File: src/rtl/ioseq_pkg.sv
// rtl/ioseq_pkg.sv - shared types and defaults for the I/O register cycle sequencer
package ioseq_pkg;

    typedef enum logic [2:0] {
        IDLE,
        SETUP,
        STROBE,
        HOLD,
        DONE
    } state_t;

    localparam int STROBE_CYC_DEF  = 2;
    localparam int TIMEOUT_CYC_DEF = 15;
    localparam int STRB_W          = 3;
    localparam int TMO_W           = 4;

endpackage

File: src/rtl/ioseq_timer.sv
// rtl/ioseq_timer.sv - strobe down-counter plus wait-extension counter
module ioseq_timer
    import ioseq_pkg::*;
#(
    parameter int STROBE_CYC  = STROBE_CYC_DEF,
    parameter int TIMEOUT_CYC = TIMEOUT_CYC_DEF
) (
    input  logic clk,
    input  logic reset,
    input  logic load,
    input  logic run,
    input  logic iowait,
    output logic last,
    output logic ext_full
);

    logic [STRB_W-1:0] cnt;
    logic [TMO_W-1:0]  ext;

    assign last     = (cnt <= STRB_W'(1));
    assign ext_full = (ext == TMO_W'(TIMEOUT_CYC));

    // Extensions only accumulate once the nominal strobe has run down.
    always_ff @(posedge clk) begin
        if (reset) begin
            cnt <= '0;
            ext <= '0;
        end else if (load) begin
            cnt <= STRB_W'(STROBE_CYC);
            ext <= '0;
        end else if (run) begin
            if (!last)
                cnt <= cnt - STRB_W'(1);
            else if (iowait && !ext_full)
                ext <= ext + TMO_W'(1);
        end
    end

endmodule

File: src/rtl/ioseq.sv
// rtl/ioseq.sv - I/O register cycle sequencer: setup, strobe with wait/timeout, hold, done
module ioseq
    import ioseq_pkg::*;
#(
    parameter int STROBE_CYC  = STROBE_CYC_DEF,
    parameter int TIMEOUT_CYC = TIMEOUT_CYC_DEF
) (
    input  logic        clk,
    input  logic        reset,
    input  logic        req,
    input  logic        rw,
    input  logic [15:0] addr,
    input  logic [1:0]  be,
    input  logic [15:0] wdata,
    input  logic        iowait,
    input  logic [15:0] din,
    output logic [15:0] a,
    output logic        intdev,
    output logic        reads,
    output logic        oet,
    output logic        wet,
    output logic        intswe,
    output logic [15:0] dout,
    output logic        busy,
    output logic        ack,
    output logic        err,
    output logic [15:0] rdata
);

    state_t     state, nxt;
    logic       rw_r;
    logic [1:0] be_r;
    logic       timeout;
    logic       to_set;
    logic       last, ext_full;
    logic       rw_sel;
    logic       in_cycle;

    ioseq_timer #(
        .STROBE_CYC  (STROBE_CYC),
        .TIMEOUT_CYC (TIMEOUT_CYC)
    ) u_timer (
        .clk      (clk),
        .reset    (reset),
        .load     (state == SETUP),
        .run      (state == STROBE),
        .iowait   (iowait),
        .last     (last),
        .ext_full (ext_full)
    );

    always_comb begin
        nxt    = state;
        to_set = 1'b0;
        case (state)
            IDLE:   if (req) nxt = SETUP;
            SETUP:  nxt = STROBE;
            STROBE: begin
                if (last) begin
                    if (!iowait) begin
                        nxt = HOLD;
                    end else if (ext_full) begin
                        nxt    = HOLD;
                        to_set = 1'b1;
                    end
                end
            end
            HOLD:   nxt = DONE;
            DONE:   nxt = IDLE;
            default: nxt = IDLE;
        endcase
    end

    // Outputs are registered from the next state so strobes are glitch-free.
    assign rw_sel   = (state == IDLE) ? rw : rw_r;
    assign in_cycle = (nxt == SETUP) || (nxt == STROBE) || (nxt == HOLD);

    always_ff @(posedge clk) begin
        if (reset) begin
            state   <= IDLE;
            rw_r    <= 1'b0;
            be_r    <= 2'b00;
            timeout <= 1'b0;
            a       <= '0;
            dout    <= '0;
            rdata   <= '0;
            intdev  <= 1'b0;
            reads   <= 1'b0;
            oet     <= 1'b0;
            wet     <= 1'b0;
            intswe  <= 1'b0;
            busy    <= 1'b0;
            ack     <= 1'b0;
            err     <= 1'b0;
        end else begin
            state <= nxt;
            if (state == IDLE && req) begin
                a    <= addr;
                dout <= wdata;
                rw_r <= rw;
                be_r <= be;
            end
            if (state == SETUP)
                timeout <= 1'b0;
            else if (to_set)
                timeout <= 1'b1;
            if (state == STROBE && nxt == HOLD && rw_r)
                rdata <= to_set ? 16'hFFFF : din;
            intdev <= in_cycle;
            reads  <= in_cycle && rw_sel;
            oet    <= (nxt == STROBE) && rw_r;
            wet    <= (nxt == STROBE) && !rw_r;
            intswe <= (nxt == STROBE) && !rw_r && (be_r == 2'b11);
            busy   <= (nxt != IDLE);
            ack    <= (nxt == DONE);
            err    <= (nxt == DONE) && timeout;
        end
    end

endmodule

File: config.mk
export PLATFORM = sky130hd
export DESIGN_NAME = ioseq
export DESIGN_NICKNAME = d
export VERILOG_FILES = /design/src/rtl/ioseq_pkg.sv /design/src/rtl/ioseq_timer.sv /design/src/rtl/ioseq.sv
export SDC_FILE = /design/constraint.sdc
export NUM_CORES = 1
export LEC_CHECK = 0
export BUFFER_PORTS_ARGS = -buffer_cell sky130_fd_sc_hd__buf_4
export CAP_MARGIN = 20
export CORE_MARGIN = 2
export CORE_UTILIZATION = 42
export CTS_CLUSTER_DIAMETER = 150
export DETAILED_ROUTE_END_ITERATION = 10
export PLACE_DENSITY = 0.82
export SYNTH_ARGS = -nofsm -noshare
export SYNTH_HDL_FRONTEND = slang
export SYNTH_SLANG_ARGS = --single-unit
File: constraint.sdc
create_clock -name clk -period 1.8 [get_ports clk]
set_input_delay 0.27 -clock clk [delete_from_list [all_inputs] [get_ports clk]]
set_output_delay 0.27 -clock clk [all_outputs]
set_load 0.05 [all_outputs]
==> flow_metrics.py, run 1 <==
metrics = {
    "pwr": {
        "ir_drop_mv": 0.477,
        "p_per_area_mw_per_mm2": 935,
        "p_total_mw": 3.59,
        "p_leak_nw": 1.66,
    },
    "layout": {
        "syn_to_final_growth_pct": 47.8,
        "multiInputGateArea_sq_mm": 0.00115,
        "fin_nets": 487,
        "seq_area_sq_mm": 0.00141,
        "fillers": 515,
        "drive_above_1_share_pct": 39.9,
        "n_antenna_cell": 0,
    },
    "sta": {
        "drv_slew": 0,
        "fin_ws_ns": -0.0554,
        "worst_slew_pin_slew_ns": 0.543,
        "finalCritPeriodShare_pct": 103,
        "setup_violations": 8,
        "layout_min_cycle_time_ns": 1.86,
        "fmax_mhz": 539,
        "fin_tns_setup_ns": -0.137,
        "slew_headroom_pct": 63.7,
        "rsz0062_at_grt": "yes",
        "finClkSkew_ns": 0.00692,
        "finalHoldViolCount": 0,
    },
    "global_route": {
        "grt_max_degree": 34,
        "grt_pass1_wl_mm": 9.65,
        "grt_pass1_vias": 2189,
        "grt_overflow": 0,
        "grt_util_all_layers_pct": 18.6,
        "antenna_found_initial": 0,
    },
    "critical_path": {
        "slowest_delay_ns": 0.55,
        "rrSetupSlack_ns": -0.06,
        "crit_chain": "or4b_4, buf_6, a2111oi_4, buf_4, clkbuf_16, nor2_2, nor3_1",
        "ff2ff_path_depth": 7,
        "cp_data_required_time_ns": 2.04,
        "path_max_fanout": 8,
        "reg2reg_from": "u_timer.cnt[2]",
        "worstSetupEndpointType": "flop",
        "r2r_end": "rdata[13]",
        "crit_slowest_cell": "or4b_4",
        "startpoint_type": "flop",
        "worstSetupPathType": "reg2reg",
        "critPathArrivalTime_ns": 2.09,
    },
    "clocking": {
        "htree_num_levels": 3,
        "cts_tree": "yes",
        "clkSinkCount": 70,
        "ctsHoldBuffers": 0,
        "insertion_delay_ns": 0.32,
        "cts_buffer_depth": 2,
        "cts.root.buffer_cell": "clkbuf_8",
        "clk_pin_slew_ns": 0.07,
        "cts_buffers": 9,
    },
    "min_path": {
        "hold_start": "wdata[10]",
        "whs_endpoint": "dout[10]",
        "min-delay-path-class": "in2reg",
        "hold_path_depth": 3,
    },
    "synthesis": {
        "synth_area_per_cell_sq_um": 8.39,
        "synth_top_cell_area_share_pct": 53.9,
        "synth_area_leaders": "dfxtp_1 (54%), nand2_1 (11%), a21oi_1 (7.9%), nor2_1 (4.3%), nor3_1 (4.0%)",
        "synth-seq-cells": 70,
        "yosysTopAreaCell": "dfxtp_1",
        "seq_area_frac_synth_pct": 53.9,
        "syn_area_sq_mm": 0.00260,
        "syn_nets": 368,
        "yosysWarnings": 0,
        "synth_cell_types": 36,
        "syn-instance-count": 310,
    },
    "detailed_routing": {
        "num_vias": 2490,
        "avgViaCountPerCell": 4.89,
        "wl_mm": 6.69,
        "wire_per_inst_um": 13.1,
        "dr.pass1.iters": 4,
        "drc": 0,
        "ant_nets": 0,
        "drtIter0Drc": 152,
    },
    "placed_design": {
        "place.gp.congestion": 0.833,
        "place_ws_ns": 0.0148,
        "portBuffers": 110,
        "dp_hpwl_mm": 4.71,
    },
    "floorplanning": {
        "die_w_um": 82.7,
        "initial_utilization_pct": 43.7,
        "ios": 111,
        "fp.dieH_um": 82.7,
        "coreArea_sq_mm": 0.00596,
        "dieArea_sq_mm": 0.00684,
        "row_count": 28,
    },
    "outcome": {
        "violations": "setup timing",
        "status": "finished, violations left",
    },
    "run": {
        "drv_cap": 0,
    },
}
-- worst max-delay path, delay by kind of cell (launching register included) --
family | cells | cell delay, ns
flops | 1 | 0.32
compound gates | 1 | 0.17
buf+inv | 3 | 0.48
simple gates | 3 | 0.79
-- cell families (layout without fill, tap and decap cells) --
family,after synthesis,in the layout,share of synthesized area (%)
buf+inv,24,147,4.14
flops,70,70,53.9
simple gates,154,155,26.7
xor+xnor,2,2,0.674
mux,1,1,0.385
fa+ha+maj,3,3,1.44
compound gates,56,56,12.8
-- state kept, by name, indices dropped and copies added, names as in the netlist, 2 cells and up --
signal       cells
rdata           16
u_timer.cnt      3
u_timer.ext      4
a               16
state            3
be_r             2
dout            16
-- layout by cell type, fill, tap and decap left out, types with 2 or more instances in the layout --
cell	instances
or2_2	2
nor2_1	22
nand2_1	73
clkinv_2	4
and2_1	2
o31ai_1	2
nand3_1	2
nor2_2	17
inv_1	6
or4_1	2
a21oi_1	41
o211ai_1	2
xnor2_1	2
ha_1	3
clkbuf_1	2
nor4_1	2
nor3_1	20
or4_4	2
buf_6	2
clkbuf_8	9
buf_12	2
a211oi_1	2
dfxtp_2	4
nand3_2	2
dfxtp_1	66
o21ai_0	3
buf_4	120
-- report_power, final --
part / switching (mW) / total, mW / internal (mW)
Combinational: 0.474 / 0.752 / 0.278
Clock: 0.536 / 1.17 / 0.632
Sequential: 0.0429 / 1.67 / 1.63
-- per-stage QoR --
| stage | util (%) | cells | hold slack (ns) | area (sq um) |
|---|---|---|---|---|
| after floorplan | - | 310 | 0.406 | 2610 |
| after global placement | 59.7 | 489 | 0.442 | 3560 |
| after detailed placement | 59.7 | 489 | 0.450 | 3560 |
| after CTS | 62.8 | 505 | 0.176 | 3740 |
| after global routing | 64.5 | 509 | 0.177 | 3840 |
| final | 64.5 | 509 | 0.193 | 3840 |
-- what timing repair did --
action | 4_1_cts | 5_1_grt
setup buffers | 0 | 2
setup endpoints to repair | 0 | 18
resized for setup | 0 | 18
endpoints found under the hold margin | 0 | 0
-- routing by layer --
layer	track usage [%]	vias up	wire length [um]
li1	-	1271	-
met1	21.5	1131	2860
met2	31.5	81	3210
met3	5.43	7	526
met4	9.18	0	90
met5	0	-	0
-- Yosys cell counts (all sizes together) --
| library cell | instances |
|---|---|
| o211ai | 2 |
| xnor2 | 2 |
| or2 | 2 |
| nand3 | 4 |
| a2111oi | 2 |
| inv | 6 |
| buf | 6 |
| or4b | 1 |
| ha | 3 |
| or4 | 3 |
| o21ba | 1 |
| nand2 | 73 |
| dfxtp | 70 |
| o21ai | 3 |
| or3 | 1 |
| nand4 | 1 |
| nor3b | 2 |
| and3 | 1 |
| mux2i | 1 |
| o31ai | 2 |
| and2 | 2 |
| nor2b | 1 |
| o21bai | 1 |
| a31oi | 1 |
| a211oi | 2 |
| nor4 | 2 |
| nor2 | 40 |
| clkbuf | 12 |
| nor3 | 21 |
| a21oi | 41 |
| a21boi | 1 |
-- area by class of cell --
| class | count | share of cell area, % |
|---|---|---|
| clock inverter | 5 | 1.30 |
| sequential | 70 | 36.6 |
| tap | 75 | 2.44 |
| inverter | 6 | 0.586 |
| timing repair buffer | 125 | 25.7 |
| clock buffer | 11 | 3.42 |
| multi-input combinational | 217 | 29.9 |
-- worst max path at each step --
stage	startpoint	end	slack [ns]
2_1_floorplan	state[0]	rdata[10]	0.0003
6_report	u_timer.cnt[2]	rdata[13]	-0.06
5_1_grt	u_timer.cnt[2]	rdata[13]	-0.10
3_3_place_gp	u_timer.cnt[2]	rdata[0]	0.08
4_1_cts	u_timer.cnt[0]	rdata[4]	0.008
3_5_place_dp	u_timer.cnt[0]	rdata[4]	0.01
(Power assumes the default switching activity.)
==> run 2, diff against run 1 <==
Settings changed: ABC_AREA set to 1, CORE_UTILIZATION 42 to 44, PLACE_DENSITY 0.82 to 0.83, RECOVER_POWER set to 100.
==> flow_metrics.py, run 2 <==
metrics = {
    "run": {
        "drv_cap": 0,
    },
    "layout": {
        "fin_nets": 564,
        "fillers": 618,
        "final_cell_mix": "nand2_1 (142), dfxtp_1 (70), clkbuf_1 (57), buf_4 (57), inv_1 (51)",
        "largestRegisters": "a (16), dout (16), rdata (16)",
        "final_common_cell": "nand2_1",
        "syn_to_final_growth_pct": 28.7,
        "drive_above_1_share_pct": 15.9,
        "fin_util_pct": 58.2,
        "n_antenna_cell": 0,
        "final_cells": 587,
    },
    "clocking": {
        "cts.root.buffer_cell": "clkbuf_8",
        "postCtsSetupRepairBufs": 0,
        "clkSinkCount": 70,
        "cts_buffer_depth": 2,
        "cts_buffers": 9,
        "cts_resized": 0,
        "ctsHoldBuffers": 0,
        "clk_pin_slew_ns": 0.07,
        "cts_tree": "yes",
        "htree_num_levels": 3,
        "insertion_delay_ns": 0.33,
    },
    "sta": {
        "finalHoldViolCount": 0,
        "rsz0062_at_grt": "no",
        "layout_min_cycle_time_ns": 1.62,
        "finalCritPeriodShare_pct": 90.0,
        "fmax_mhz": 617,
        "worst_slew_pin_slew_ns": 0.632,
        "fin_ws_ns": 0.179,
        "drv_slew": 0,
        "holdWs_ns": 0.183,
        "fin_tns_setup_ns": 0,
        "finClkSkew_ns": 0.00580,
        "slew_headroom_pct": 58.0,
        "setup_violations": 0,
    },
    "placed_design": {
        "dp.cells": 571,
        "place_ws_ns": 0.136,
        "dp_hpwl_mm": 4.76,
        "portBuffers": 110,
        "place.gp.congestion": 0.741,
    },
    "global_route": {
        "antenna_found_initial": 0,
        "grt_pass1_wl_mm": 11.1,
        "grt_max_degree": 33,
        "grt_overflow": 0,
        "grt_pass1_vias": 2642,
        "grt_util_all_layers_pct": 19.0,
    },
    "floorplanning": {
        "fp.dieH_um": 84.8,
        "die_w_um": 84.8,
        "ios": 111,
        "initial_utilization_pct": 45.2,
        "coreArea_sq_mm": 0.00635,
        "dieArea_sq_mm": 0.00719,
        "row_count": 29,
    },
    "detailed_routing": {
        "wire_per_inst_um": 11.4,
        "wl_mm": 6.68,
        "drc": 0,
        "avgViaCountPerCell": 4.69,
        "ant_nets": 0,
        "drtIter0Drc": 85,
        "num_vias": 2752,
        "dr.pass1.iters": 4,
    },
    "critical_path": {
        "startpoint_type": "flop",
        "cp_data_required_time_ns": 2.08,
        "critPathArrivalTime_ns": 1.90,
        "worstSetupPathType": "reg2reg",
        "worstSetupEndpointType": "flop",
        "path_max_fanout": 16,
    },
    "outcome": {
        "status": "completed",
    },
    "synthesis": {
        "synth_area_per_cell_sq_um": 7.25,
        "syn_nets": 454,
        "synth-seq-cells": 70,
        "synth_cell_types": 25,
        "syn_area_sq_mm": 0.00287,
        "yosysTopAreaCell": "dfxtp_1",
        "synthFlopType": "dfxtp_1",
        "synth-edff-count": 0,
        "synthTopCellsByCount": "nand2_1 (142), dfxtp_1 (70), inv_1 (50), nor2_1 (43), a21oi_1 (42)",
        "seq_area_frac_synth_pct": 48.8,
        "synth_area_leaders": "dfxtp_1 (49%), nand2_1 (19%), a21oi_1 (7.3%), inv_1 (6.5%), nor2_1 (5.6%)",
        "synth.most_common_cell": "nand2_1",
        "syn-instance-count": 396,
        "synth_top_cell_area_share_pct": 48.8,
        "yosysWarnings": 0,
        "ys_async_sr_fraction_pct": 0,
    },
    "min_path": {
        "min-delay-path-class": "in2reg",
    },
    "pwr": {
        "ir_drop_mv": 0.705,
        "p_per_area_mw_per_mm2": 979,
        "p_leak_nw": 1.75,
    },
}
## run 2: cell types whose count changed after synthesis, moves of 4 or more
cell	delta
nor2_1	+13
nand2_1	+69
nand3_1	+7
nor3_1	-19
clkbuf_1	-8
buf_4	+4
inv_1	+44
nor2_2	-8
## run 2: cell type report
cell class | count | area, sq um | area share, %
inverters | 52 | 195 | 5.28
multi-input cells | 258 | 1150 | 31.1
clock inverters | 4 | 47.5 | 1.29
clock buffers | 11 | 141 | 3.83
flip-flops and latches | 70 | 1400 | 37.9
repair buffers | 115 | 663 | 17.9
well taps | 77 | 96.3 | 2.61
## run 2: layer usage
metal  vias to the layer above  global-route usage (%)  share of wire [%]
met5                         -                       0                  0
met4                         0                    6.49                1.1
met3                         8                    7.77                7.9
met2                        90                    32.6                 48
met1                      1236                    21.3                 43
li1                       1418                       -                  -
## run 2: per-stage QoR
stage / cell area (sq um) / power (mW)
finish: 3700 / 3.62
global route: 3700 / 3.79
CTS: 3890 / 3.71
global placement: 3710 / 2.47
detailed placement: 3710 / 2.48
floorplan: 2870 / 2.23
## run 2: worst paths after layout
path | startpoint | endpoint | slack (ns) | depth (start not counted)
setup / recovery | u_timer.ext[0] | rdata[13] | 0.18 | 7
hold / removal | addr[5] | a[5] | 0.18 | 3
setup reg to reg | u_timer.ext[0] | rdata[13] | 0.18 | 7
hold reg to reg | be_r[0] | intswe | 0.43 | 2
## run 2: critical path: stages, from the launching register on
cell	delay (ns)
dfxtp_1	0.38
ha_1	0.20
nand3_1	0.11
nand2_1	0.26
nand4_4	0.28
nand2_1	0.16
nand2_1	0.08
nor2_1	0.09
## run 2: cell families (layout without fill, tap and decap cells)
logic type	after synthesis	in the layout	synth area share (%)
buffers and inverters	69	182	11.6
xor gates and xnor gates	2	2	0.610
and+or+nand+nor	208	209	30.0
DFF	70	70	48.8
AOI/OAI and AO/OA	44	44	7.67
adders and majority gates	3	3	1.31
## run 2: where the power goes
part	switching, mW	leakage (nW)	internal, mW
combinational	0.500	1.08	0.204
sequential	0.0499	0.571	1.63
clock	0.564	0.0952	0.666
==> run 3, diff against run 2 <==
Settings changed: RECOVER_POWER 100 to 25.
==> flow_metrics.py, run 3 (synthesis gave the netlist of run 2 again) <==
metrics = {
    "floorplanning": {
        "fp.dieH_um": 84.8,
        "coreArea_sq_mm": 0.00635,
        "ios": 111,
        "initial_utilization_pct": 45.2,
        "dieArea_sq_mm": 0.00719,
        "row_count": 29,
        "die_w_um": 84.8,
    },
    "pwr": {
        "p_per_area_mw_per_mm2": 958,
        "combPwrFrac_pct": 20.2,
        "p_leak_nw": 1.87,
        "swShare_pct": 30.5,
        "p_sw_mw": 1.11,
        "power_frac_clock_pct": 33.6,
        "p_int_mw": 2.54,
        "ir_drop_mv": 0.706,
        "power_frac_seq_pct": 46.2,
    },
    "sta": {
        "slew_headroom_pct": 58.9,
        "setup_violations": 0,
        "drv_slew": 0,
        "finClkSkew_ns": 0.00638,
        "rsz0062_at_grt": "no",
        "fin_ws_ns": 0.211,
        "fin_tns_setup_ns": 0,
        "finalCritPeriodShare_pct": 88.3,
        "fmax_mhz": 629,
        "finalHoldViolCount": 0,
        "layout_min_cycle_time_ns": 1.59,
        "worst_slew_pin_slew_ns": 0.619,
    },
    "detailed_routing": {
        "wire_per_inst_um": 11.4,
        "drtIter0Drc": 75,
        "wl_mm": 6.67,
        "ant_nets": 0,
        "avgViaCountPerCell": 4.66,
        "dr.pass1.iters": 4,
        "drc": 0,
        "num_vias": 2737,
    },
    "layout": {
        "drive_above_1_share_pct": 22.0,
        "largestRegisters": "a (16), dout (16), rdata (16)",
        "syn_to_final_growth_pct": 32.7,
        "final_cell_mix": "nand2_1 (142), buf_4 (87), dfxtp_1 (70), inv_1 (50), nor2_1 (44)",
        "fin_nets": 564,
        "fillers": 597,
        "n_antenna_cell": 0,
        "final_common_cell": "nand2_1",
    },
    "clocking": {
        "postCtsSetupRepairBufs": 0,
        "clk_pin_slew_ns": 0.07,
        "cts.root.buffer_cell": "clkbuf_8",
        "htree_num_levels": 3,
        "cts_tree": "yes",
        "cts_buffer_depth": 2,
        "cts_buffers": 9,
        "clkSinkCount": 70,
        "insertion_delay_ns": 0.33,
    },
    "run": {
        "drv_cap": 0,
    },
    "critical_path": {
        "worstSetupEndpointType": "flop",
        "critPathMostFrequentCell": "nand2_1",
        "startpoint_type": "flop",
        "crit_slowest_cell": "dfxtp_1",
        "critPathBufInv": 0,
        "critPathArrivalTime_ns": 1.86,
        "cp_data_required_time_ns": 2.08,
        "slowest_delay_ns": 0.38,
        "worstSetupPathType": "reg2reg",
        "crit_chain": "ha_1, nand3_1, nand2_1, nand4_4, nand2_1, nand2_1, nor2_1",
        "crit_family": "simple AND/OR/NAND/NOR gates",
        "path_max_fanout": 16,
    },
    "placed_design": {
        "dp_hpwl_mm": 4.76,
        "place.gp.congestion": 0.741,
        "place_ws_ns": 0.136,
        "portBuffers": 110,
    },
    "global_route": {
        "grt_util_all_layers_pct": 19.0,
        "grt_pass1_vias": 2642,
        "grt_overflow": 0,
        "antenna_found_initial": 0,
        "grt_max_degree": 33,
        "grt_pass1_wl_mm": 11.1,
    },
    "min_path": {
        "min-delay-path-class": "in2reg",
    },
    "outcome": {
        "status": "completed",
    },
}
run 3: cell count changes in the layout (fill, tap and decap cells not counted), sizes merged:
cell | before | now
buf | 58 | 88
clkbuf | 68 | 38
run 3: worst reg2reg max path, delay by kind of cell (launching register included):
family                     cells  cell delay [ns]
adders and majority gates      1             0.20
DFF                            1             0.38
and+or+nand+nor                6             0.96
run 3: routing by layer:
| layer | global-route usage [%] | vias to the layer above | part of all wire (%) |
|---|---|---|---|
| li1 | - | 1417 | - |
| met1 | 21.3 | 1230 | 43 |
| met2 | 32.6 | 82 | 49 |
| met3 | 7.77 | 8 | 7.7 |
| met4 | 6.49 | 0 | 1.1 |
| met5 | 0 | - | 0 |
run 3: final timing paths:
kind / start / endpoint / slack [ns] / depth (start not counted)
hold reg to reg: be_r[0] / intswe / 0.43 / 2
hold / removal: addr[5] / a[5] / 0.18 / 3
setup reg to reg: u_timer.ext[0] / rdata[13] / 0.21 / 7
setup / recovery: u_timer.ext[0] / rdata[13] / 0.21 / 7
run 3: power groups by stage:
stage          logic (mW)  registers, mW  clock network [mW]
4_1_cts             0.766           1.68                1.26
3_3_place_gp        0.754           1.71                   0
3_5_place_dp        0.765           1.72                   0
2_1_floorplan       0.269           1.96                   0
6_report            0.738           1.69                1.23
5_1_grt             0.803           1.69                1.33
run 3: repair_timing:
action | CTS | global route
hold buffers | 0 | 0
gates resized for setup | 0 | 1
endpoints found under the setup margin | 0 | 14
run 3: cell type report:
cell class / count / area, sq um / share of cell area, %
clock inverter: 4 / 47.5 / 1.25
inverter: 52 / 195 / 5.12
clock buffer: 11 / 141 / 3.71
tap: 77 / 96.3 / 2.53
multi-input combinational: 258 / 1160 / 30.3
sequential: 70 / 1400 / 36.8
timing repair buffer: 115 / 774 / 20.3
run 3: through the flow:
step	cells	hold WS (ns)	power, mW	instance area [sq um]	utilization (%)
after floorplan	396	0.349	2.23	2870	-
after global placement	571	0.425	2.47	3710	58.4
after global routing	587	0.167	3.83	3810	60.0
after detailed placement	571	0.433	2.48	3710	58.4
final	587	0.183	3.65	3810	60.0
after CTS	586	0.168	3.71	3890	61.3
